**config.mk**
```make
export PLATFORM = sky130hd
export DESIGN_NAME = mac_learn_lookup
export DESIGN_NICKNAME = d
export VERILOG_FILES = /design/src/rtl/mac_learn_lookup.sv
export SDC_FILE = /design/constraint.sdc
export NUM_CORES = 1
export LEC_CHECK = 0
export CORE_MARGIN = 2
export CORE_UTILIZATION = 38
export DETAILED_ROUTE_END_ITERATION = 16
export PLACE_DENSITY = 0.68
export SETUP_SLACK_MARGIN = 0.15
export SLEW_MARGIN = 10
export SYNTH_ARGS = -nofsm -noshare
export SYNTH_HDL_FRONTEND = slang
export SYNTH_SLANG_ARGS = --single-unit
```
**constraint.sdc**
```tcl
create_clock -name clock -period 4.5 [get_ports clock]
set_input_delay 0.675 -clock clock [delete_from_list [all_inputs] [get_ports clock]]
set_output_delay 0.675 -clock clock [all_outputs]
set_load 0.05 [all_outputs]
```
**src/rtl/mac_learn_lookup.sv**
```systemverilog
// Source-learning / destination-lookup sequencer that drives an external registered CAM.
// Optional build macro MAC_MOVE_EN: a known source seen on a new port is deleted and relearned.
module mac_learn_lookup #(
    parameter int KEY_WIDTH  = 48,
    parameter int PORT_COUNT = 8
) (
    input  logic                          clock,
    input  logic                          reset_n,
    input  logic                          header_valid,
    output logic                          header_ready,
    input  logic [KEY_WIDTH-1:0]          src_mac,
    input  logic [KEY_WIDTH-1:0]          dst_mac,
    input  logic [$clog2(PORT_COUNT)-1:0] ingress_port,
    output logic                          cam_write_enable,
    output logic                          cam_match_enable,
    output logic                          cam_delete_enable,
    output logic [KEY_WIDTH-1:0]          cam_key,
    output logic [$clog2(PORT_COUNT)-1:0] cam_index,
    input  logic [$clog2(PORT_COUNT)-1:0] cam_match_index,
    input  logic                          cam_match_valid,
    input  logic                          cam_no_match,
    output logic                          result_valid,
    input  logic                          result_ready,
    output logic [PORT_COUNT-1:0]         dest_port_mask,
    output logic [15:0]                   learn_count
);
    localparam int PW = $clog2(PORT_COUNT);
    // Group (multicast/broadcast) bit: LSB of the first octet, bit 40 of a 48-bit MAC.
    localparam int GROUP_BIT = KEY_WIDTH - 8;

    localparam logic [2:0] IDLE     = 3'd0;
    localparam logic [2:0] SRC_REQ  = 3'd1;
    localparam logic [2:0] SRC_WAIT = 3'd2;
    localparam logic [2:0] DELETE   = 3'd3;
    localparam logic [2:0] LEARN    = 3'd4;
    localparam logic [2:0] DST_REQ  = 3'd5;
    localparam logic [2:0] DST_WAIT = 3'd6;
    localparam logic [2:0] RESULT   = 3'd7;

    localparam logic [PORT_COUNT-1:0] ONE = {{(PORT_COUNT-1){1'b0}}, 1'b1};

    logic [2:0]            state_reg, state_next;
    logic [KEY_WIDTH-1:0]  src_mac_reg, dst_mac_reg;
    logic [PW-1:0]         port_reg;
    logic [PORT_COUNT-1:0] mask_reg, mask_next;
    logic [15:0]           count_reg;
    logic                  alive_reg;

    logic                  cam_hit;
    logic [PORT_COUNT-1:0] flood_mask;
    logic [2:0]            after_src;

    assign cam_hit    = cam_match_valid & ~cam_no_match;
    assign flood_mask = ~(ONE << port_reg);
    // Group destinations never need a lookup: they flood straight away.
    assign after_src  = dst_mac_reg[GROUP_BIT] ? RESULT : DST_REQ;

    always_comb begin
        state_next = state_reg;
        mask_next  = mask_reg;
        case (state_reg)
            IDLE: begin
                if (header_valid && header_ready)
                    state_next = SRC_REQ;
            end
            SRC_REQ: state_next = SRC_WAIT;
            SRC_WAIT: begin
                state_next = after_src;
                mask_next  = flood_mask;
                if (!cam_hit && !src_mac_reg[GROUP_BIT])
                    state_next = LEARN;
`ifdef MAC_MOVE_EN
                if (cam_hit && (cam_match_index != port_reg))
                    state_next = DELETE;
`endif
            end
            DELETE: state_next = LEARN;
            LEARN: begin
                state_next = after_src;
                mask_next  = flood_mask;
            end
            DST_REQ: state_next = DST_WAIT;
            DST_WAIT: begin
                state_next = RESULT;
                if (!cam_hit)
                    mask_next = flood_mask;
                else if (cam_match_index == port_reg)
                    mask_next = '0;
                else
                    mask_next = ONE << cam_match_index;
            end
            RESULT: begin
                if (result_ready)
                    state_next = IDLE;
            end
            default: state_next = IDLE;
        endcase
    end

    always_ff @(posedge clock or negedge reset_n) begin
        if (!reset_n) begin
            state_reg   <= IDLE;
            src_mac_reg <= '0;
            dst_mac_reg <= '0;
            port_reg    <= '0;
            mask_reg    <= '0;
            count_reg   <= '0;
            alive_reg   <= 1'b0;
        end else begin
            state_reg <= state_next;
            mask_reg  <= mask_next;
            alive_reg <= 1'b1;
            if (state_reg == IDLE && header_valid && header_ready) begin
                src_mac_reg <= src_mac;
                dst_mac_reg <= dst_mac;
                port_reg    <= ingress_port;
            end
            // Counts issued writes, including ones a full CAM drops.
            if (state_reg == LEARN && count_reg != 16'hFFFF)
                count_reg <= count_reg + 16'd1;
        end
    end

    // alive_reg keeps header_ready low until the first clock after reset release.
    assign header_ready      = alive_reg && (state_reg == IDLE);
    assign result_valid      = (state_reg == RESULT);
    assign dest_port_mask    = mask_reg;
    assign learn_count       = count_reg;
    assign cam_match_enable  = (state_reg == SRC_REQ) || (state_reg == DST_REQ);
    assign cam_write_enable  = (state_reg == LEARN);
    assign cam_delete_enable = (state_reg == DELETE);
    assign cam_index         = (state_reg == LEARN) ? port_reg : '0;

    always_comb begin
        cam_key = '0;
        case (state_reg)
            SRC_REQ, DELETE, LEARN: cam_key = src_mac_reg;
            DST_REQ:                cam_key = dst_mac_reg;
            default:                cam_key = '0;
        endcase
    end
endmodule

```
==> results of run 1 <==
[cell usage after synthesis, drive strengths merged]
cell / count
mux2: 101
o22ai: 1
o21a: 1
o31ai: 3
o21ai: 9
nand2b: 1
nand2: 18
xor2: 13
ha: 1
clkbuf: 11
a22o: 48
or3: 1
conb: 1
nor3: 9
nor3b: 2
dfrtp: 127
buf: 18
nor2b: 1
a31oi: 1
nor2: 11
a21oi: 4
and3b: 1
a21boi: 1
or4: 1
nand3: 7
and3: 2
nand4: 6
nor4: 7
a211oi: 1
or3b: 1
inv: 6
o32ai: 4
a32oi: 1
nor4b: 2
or2: 2
[cell families (layout without fill, tap and decap cells)]
logic type | count (synthesis) | after routing
flops | 127 | 127
mux | 101 | 101
compound gates | 74 | 74
simple gates | 72 | 72
buf+inv | 35 | 230
xor+xnor | 13 | 13
fa+ha+maj | 1 | 1
other cells | 1 | 1
[layout make-up]
type                            count  area [um2]
Fill cell                        1241        6300
Sequential cell                   127        3180
Multi-Input combinational cell    262        2300
Timing Repair Buffer              193        1910
Clock buffer                       25         505
Tap cell                          184         230
Clock inverter                      6        32.5
Inverter                            6        22.5
[path summary, 6_finish.rpt]
path	start	to	slack, ps	cells past startpoint
max	state_reg[0]	cam_key[18]	600	5
min	reset_n	dest_port_mask[4]	360	1
max reg2reg	learn_count[0]	learn_count[1]	1800	5
min reg2reg	dest_port_mask[3]	dest_port_mask[3]	480	2
max in group asynchronous	reset_n	src_mac_reg[19]	3160	2
min in group clock	dest_port_mask[3]	dest_port_mask[3]	480	2
[power breakdown]
part           internal (uW)  switching, uW  leakage [uW]  total, uW
combinational           1050           1510       0.00176       2560
clock                    769            451      0.000269       1220
sequential              1660            351       0.00166       2010
total                   3480           2310       0.00369       5790
[through the flow]
step / setup WS, ps / hold slack (ps)
2_1_floorplan: 1920 / 379
3_3_place_gp: 1120 / 467
3_5_place_dp: 1010 / 475
4_1_cts: 567 / 374
5_1_grt: 410 / 417
6_report: 597 / 364
[layer usage]
metal | part of all wire | wire [um]
met1 | 0.43 | 5850
met2 | 0.49 | 6750
met3 | 0.069 | 939
met4 | 0.0088 | 120
met5 | 0 | 0
[cell usage in the layout, fill, tap and decap left out, types with 2 or more instances in the layout]
cell type / count
a21oi_1: 4
a22o_1: 48
buf_4: 7
clkbuf_1: 3
clkbuf_16: 17
clkbuf_8: 5
clkdlybuf4s50_1: 186
clkinv_2: 5
dfrtp_1: 127
inv_1: 6
mux2_2: 100
nand2_1: 17
nand3_1: 5
nand3_2: 2
nand4_1: 6
nor2_1: 11
nor3_1: 9
nor3b_1: 2
nor4_1: 4
nor4_2: 2
o21ai_0: 7
o31ai_1: 3
o32ai_1: 4
or2_2: 2
xor2_1: 13
==> results by group, run 1 <==
Run status
  – Run status: finished clean

Route
  – DRC violations left: 0
  – Routed wire length: 13.7 mm
  – Wire per inst: roughly 17 um
  – DRT antenna net count: 0
  – DRT iter0 DRCs: 185
  – Total iterations of the first detailed-routing run: 4
  – Via count: 4152
  – Vias per inst: slightly above 5

Timing
  – Sum of negative setup slack: 0 ps
  – Slew margin rel.: 0.158
  – Clock skew: ~4.8 ps
  – Final Max Tran Viols: 0
  – Setup violators final: 0
  – RSZ-0062 raised after global routing: false
  – Tcrit/Tclk final: 0.867
  – Hold Fails Final Rpt: 0
  – Worst-Margin Slew: 1250 ps
  – F_max: between 200 and 300 MHz
  – Post-route minimum period: between 3000 and 4000 ps

Synth
  – #FFs+latches synth: roughly 130
  – Post-synth net total: about 530
  – Post-synth cell types: 43
  – Post-synthesis xor/xnor area fraction: 0.0202
  – Post-synthesis adder-cell area fraction: 0.00222
  – Post-synthesis compound-gate area fraction: 0.104
  – Syn avg cell area: ~13 um2
  – Post-synth top area share: 0.565
  – Cells after synthesis: roughly 420
  – Synth area leader: dfrtp_1
  – Synth top area cells: dfrtp_1 56%, mux2_2 20%, a22o_1 7.5%
  – Post-synthesis sequential area ratio: 0.565
  – Largest family of logic cells by synthesized area: multiplexers
  – Synthesized cell area: 5630 um2
  – YS warnings: 0
  – Mux share of post-synthesis cell area: 0.203
  – Simple logic cell fraction of the synthesized area: 0.0745

Cells and area
  – Layout Cells excl Fill: roughly 800
  – Nets@finish: 716
  – Syn-to-layout area delta: 45.4%
  – Antenna Diode Count: 0
  – Post-route design area: between 8000 and 9000 um2
  – Final core utilization: 0.565
  – Share of cells above drive strength 1: 0.239

Global route
  – Initial antenna violation count: 0
  – Vias in the first global route: 4310
  – First-pass GRT wire length: around 22 mm
  – M3 GR Usage: 0.0590
  – GR Util met2: 0.289
  – GRT Overall Usage: 0.175
  – Met1 usage: 0.222
  – Largest net degree at the start of global routing: 73
  – Layer with the highest usage: met2
  – Congestion Overflow GR: 0

Power
  – VDD IR-drop max: 0.000354 V
  – P_leak: about 0.0037 uW
  – Total power: between 5000 and 6000 uW
  – Pwr dens: around 710 nW/um2

Die
  – Die span in y: roughly 130 um
  – Initial Util: 0.389
  – Core area: between 10000 and 15000 um2
  – Die W: approximately 130 um
  – Die area: ~16000 um2
  – # rows: 44
  – Top Ports: ~190

Critical path
  – CP cell instances: inv_1 > o21ai_4 > buf_4 > a22o_1 > clkdlybuf4s50_1
  – Largest stage delay on the critical path: 810 ps
  – CP max FO: 32
  – Delay-heaviest family, CP: buffers and inverters
  – Critical path launch point type: register
  – Crit path max-delay cell type: clkdlybuf4s50_1
  – CP arrival: approximately 3200 ps
  – Crit path required time: between 3000 and 4000 ps
  – Endpoint class of the critical path: output pin
  – Critical path class: register to output pin
  – WP buf/inv: 3

Clocking
  – Num CTS Buffers: 17
  – Post_cts resized: 0
  – Clk buf depth: 2
  – CTS Root Cell: clkbuf_16
  – Worst skew pair latency: 400 ps
  – TritonCTS clock tree: yes
  – # clock sinks: around 130
  – Clock Pin Slew Worst Setup and Hold Paths: roughly 50 ps
  – Postcts setup bufs: 0
  – # H-tree levels: 4
  – CTS Hold Bufs: 0

Hold path
  – HP Class: input pin to asynchronous set/reset pin

Placed design
  – Post-DP HPWL: roughly 9.5 mm
  – Placed Area: 7640 um2
  – Placed insts: slightly below 800
  – Port Buffers: 187
  – GP Congestion: around 0.76

Job
  – Max_cap viols: 0
No activity file was read; power rests on OpenSTA's default activity.
==> run 2: changes to the inputs <==
--- a/config.mk
+++ b/config.mk
@@ -5,7 +5,6 @@
 export SDC_FILE = /design/constraint.sdc
 export NUM_CORES = 1
 export LEC_CHECK = 0
-export CORE_MARGIN = 2
 export CORE_UTILIZATION = 38
 export DETAILED_ROUTE_END_ITERATION = 16
 export PLACE_DENSITY = 0.68
==> constraint.sdc (replaced) <==
create_clock -name clock -period 3.7 [get_ports clock]
set_input_delay 0.555 -clock clock [delete_from_list [all_inputs] [get_ports clock]]
set_output_delay 0.555 -clock clock [all_outputs]
set_load 0.05 [all_outputs]
==> run 2 against run 1 <==
Compared with the run above: via count is 0.58% higher; clock power is 43% higher; critical path depth is 1 lower; routed wire length is 2.1% lower; largest power group unchanged; core utilization rose by 0.87 points; sequential share of layout area down 0.59 points.
==> results by group, run 2 (synthesis results as in run 1) <==
Global route
  – Congestion Overflow GR: 0
  – GRT Overall Usage: 0.184
  – First-pass GRT wire length: between 20 and 25 mm
  – Vias in the first global route: between 4000 and 5000
  – Largest net degree at the start of global routing: 67
  – Initial antenna violation count: 0

Clocking
  – Num CTS Buffers: 17
  – Clk buf depth: 2
  – TritonCTS clock tree: yes
  – # clock sinks: between 100 and 150
  – Clock Pin Slew Worst Setup and Hold Paths: around 50 ps
  – CTS Hold Bufs: 0
  – # H-tree levels: 4
  – Postcts setup bufs: 0
  – Worst skew pair latency: ~410 ps
  – CTS Root Cell: clkbuf_16

Timing
  – Tcrit/Tclk final: 0.903
  – Worst-Margin Slew: ~880 ps
  – Hold Fails Final Rpt: 0
  – RSZ-0062 raised after global routing: false
  – Clock skew: around 7.5 ps
  – Final Max Tran Viols: 0
  – F_max: between 200 and 300 MHz
  – Slew margin rel.: 0.412
  – Sum of negative setup slack: 0 ps
  – Setup violators final: 0
  – Post-route minimum period: between 3000 and 4000 ps
  – Min setup slack post-route: ~360 ps

Critical path
  – Reg2Reg Depth: 4
  – CP Depth: 4
  – Critical path class: register to output pin
  – Largest stage delay on the critical path: 810 ps
  – Crit path required time: roughly 3100 ps
  – Endpoint class of the critical path: output pin
  – CP arrival: roughly 2800 ps
  – WP buf/inv: 2
  – CP cell instances: and3_2 > buf_4 > a22o_1 > clkdlybuf4s50_1
  – CP max FO: 48
  – Critical path launch point type: register
  – Crit path max-delay cell type: clkdlybuf4s50_1
  – Delay-heaviest family, CP: buffers and inverters

Cells and area
  – Leading cell type in the layout, fill and taps excluded: clkdlybuf4s50_1
  – Most frequent cells in the layout: 148 x clkdlybuf4s50_1, 127 x dfrtp_1, 100 x mux2_2
  – Nets@finish: 718
  – Share of cells above drive strength 1: 0.249
  – Antenna Diode Count: 0
  – Syn-to-layout area delta: 47.6%

Power
  – P_leak: ~0.0041 uW
  – Pwr dens: slightly below 900 nW/um2
  – Net switching power: about 2800 uW
  – Total power: between 7000 and 8000 uW
  – Seq pwr share: 0.336
  – Clock power frac: 0.242
  – Net switching fraction of the power: 0.392
  – Logic pwr share: 0.422
  – Pint: between 4000 and 5000 uW
  – VDD IR-drop max: 0.000360 V

Die
  – Die W: roughly 120 um
  – Core area: around 14000 um2
  – Top Ports: 188
  – Initial Util: 0.389
  – Die area: around 15000 um2
  – # rows: 44
  – Die span in y: about 120 um

Route
  – DRT antenna net count: 0
  – Routed wire length: between 10 and 15 mm
  – Total iterations of the first detailed-routing run: 4
  – DRT iter0 DRCs: 126
  – Via count: approximately 4200
  – Wire per inst: ~17 um
  – Vias per inst: 5.18
  – DRC violations left: 0

Job
  – Max_cap viols: 0

Placed design
  – Place WS: ~570 ps
  – Post-DP HPWL: 9.29 mm
  – Port Buffers: approximately 190
  – GP Congestion: ~0.77

Run status
  – Run status: finished clean

Hold path
  – HP Class: input pin to asynchronous set/reset pin
## run 2: timing repair
action | 4_1_cts | 5_1_grt
setup endpoints to repair | 21 | 14
endpoints found under the hold margin | 0 | 0
resized for setup | 21 | 14
## run 2: cell type report
cell class / count / area [um2]
inverters: 6 / 22.5
fillers: 1210 / 6170
clock inverters: 11 / 163
multi-input cells: 262 / 2300
clock buffers: 21 / 460
repair buffers: 195 / 1960
well taps: 184 / 230
flip-flops and latches: 127 / 3180
## run 2: worst paths after layout
check                      slack (ps)              start                end
min                               230            reset_n  dest_port_mask[0]
min reg2reg                       480  dest_port_mask[7]  dest_port_mask[7]
max reg2reg                      1400       state_reg[2]    dst_mac_reg[15]
max in group asynchronous        2660            reset_n        port_reg[2]
min in group clock                480  dest_port_mask[7]  dest_port_mask[7]
max                               360       state_reg[2]        cam_key[15]
## run 2: per-stage QoR
stage / hold WS (ps) / instance area [um2] / utilization / cells
2_1_floorplan: 259 / 5630 / - / 424
3_3_place_gp: 466 / 7670 / 0.530 / 774
3_5_place_dp: 475 / 7670 / 0.530 / 774
4_1_cts: 284 / 8270 / 0.571 / 806
5_1_grt: 294 / 8310 / 0.574 / 806
6_report: 228 / 8310 / 0.574 / 806
## run 2: metal layers
layer | up-vias | track usage | wire, um | part of all wire
met5 | - | 0 | 0 | 0
met3 | 30 | 0.0673 | 915 | 0.068
met4 | 0 | 0.0783 | 345 | 0.026
met2 | 143 | 0.302 | 6620 | 0.50
li1 | 1926 | - | - | -
met1 | 2077 | 0.217 | 5490 | 0.41
## run 2: power by group through the flow
stage / clock [uW] / sequential, uW / combinational (uW)
after floorplan: 0 / 2540 / 2010
after global placement: 0 / 2420 / 3080
after detailed placement: 0 / 2440 / 3150
after CTS: 1790 / 2430 / 3090
after global routing: 1850 / 2510 / 3250
final: 1750 / 2430 / 3050
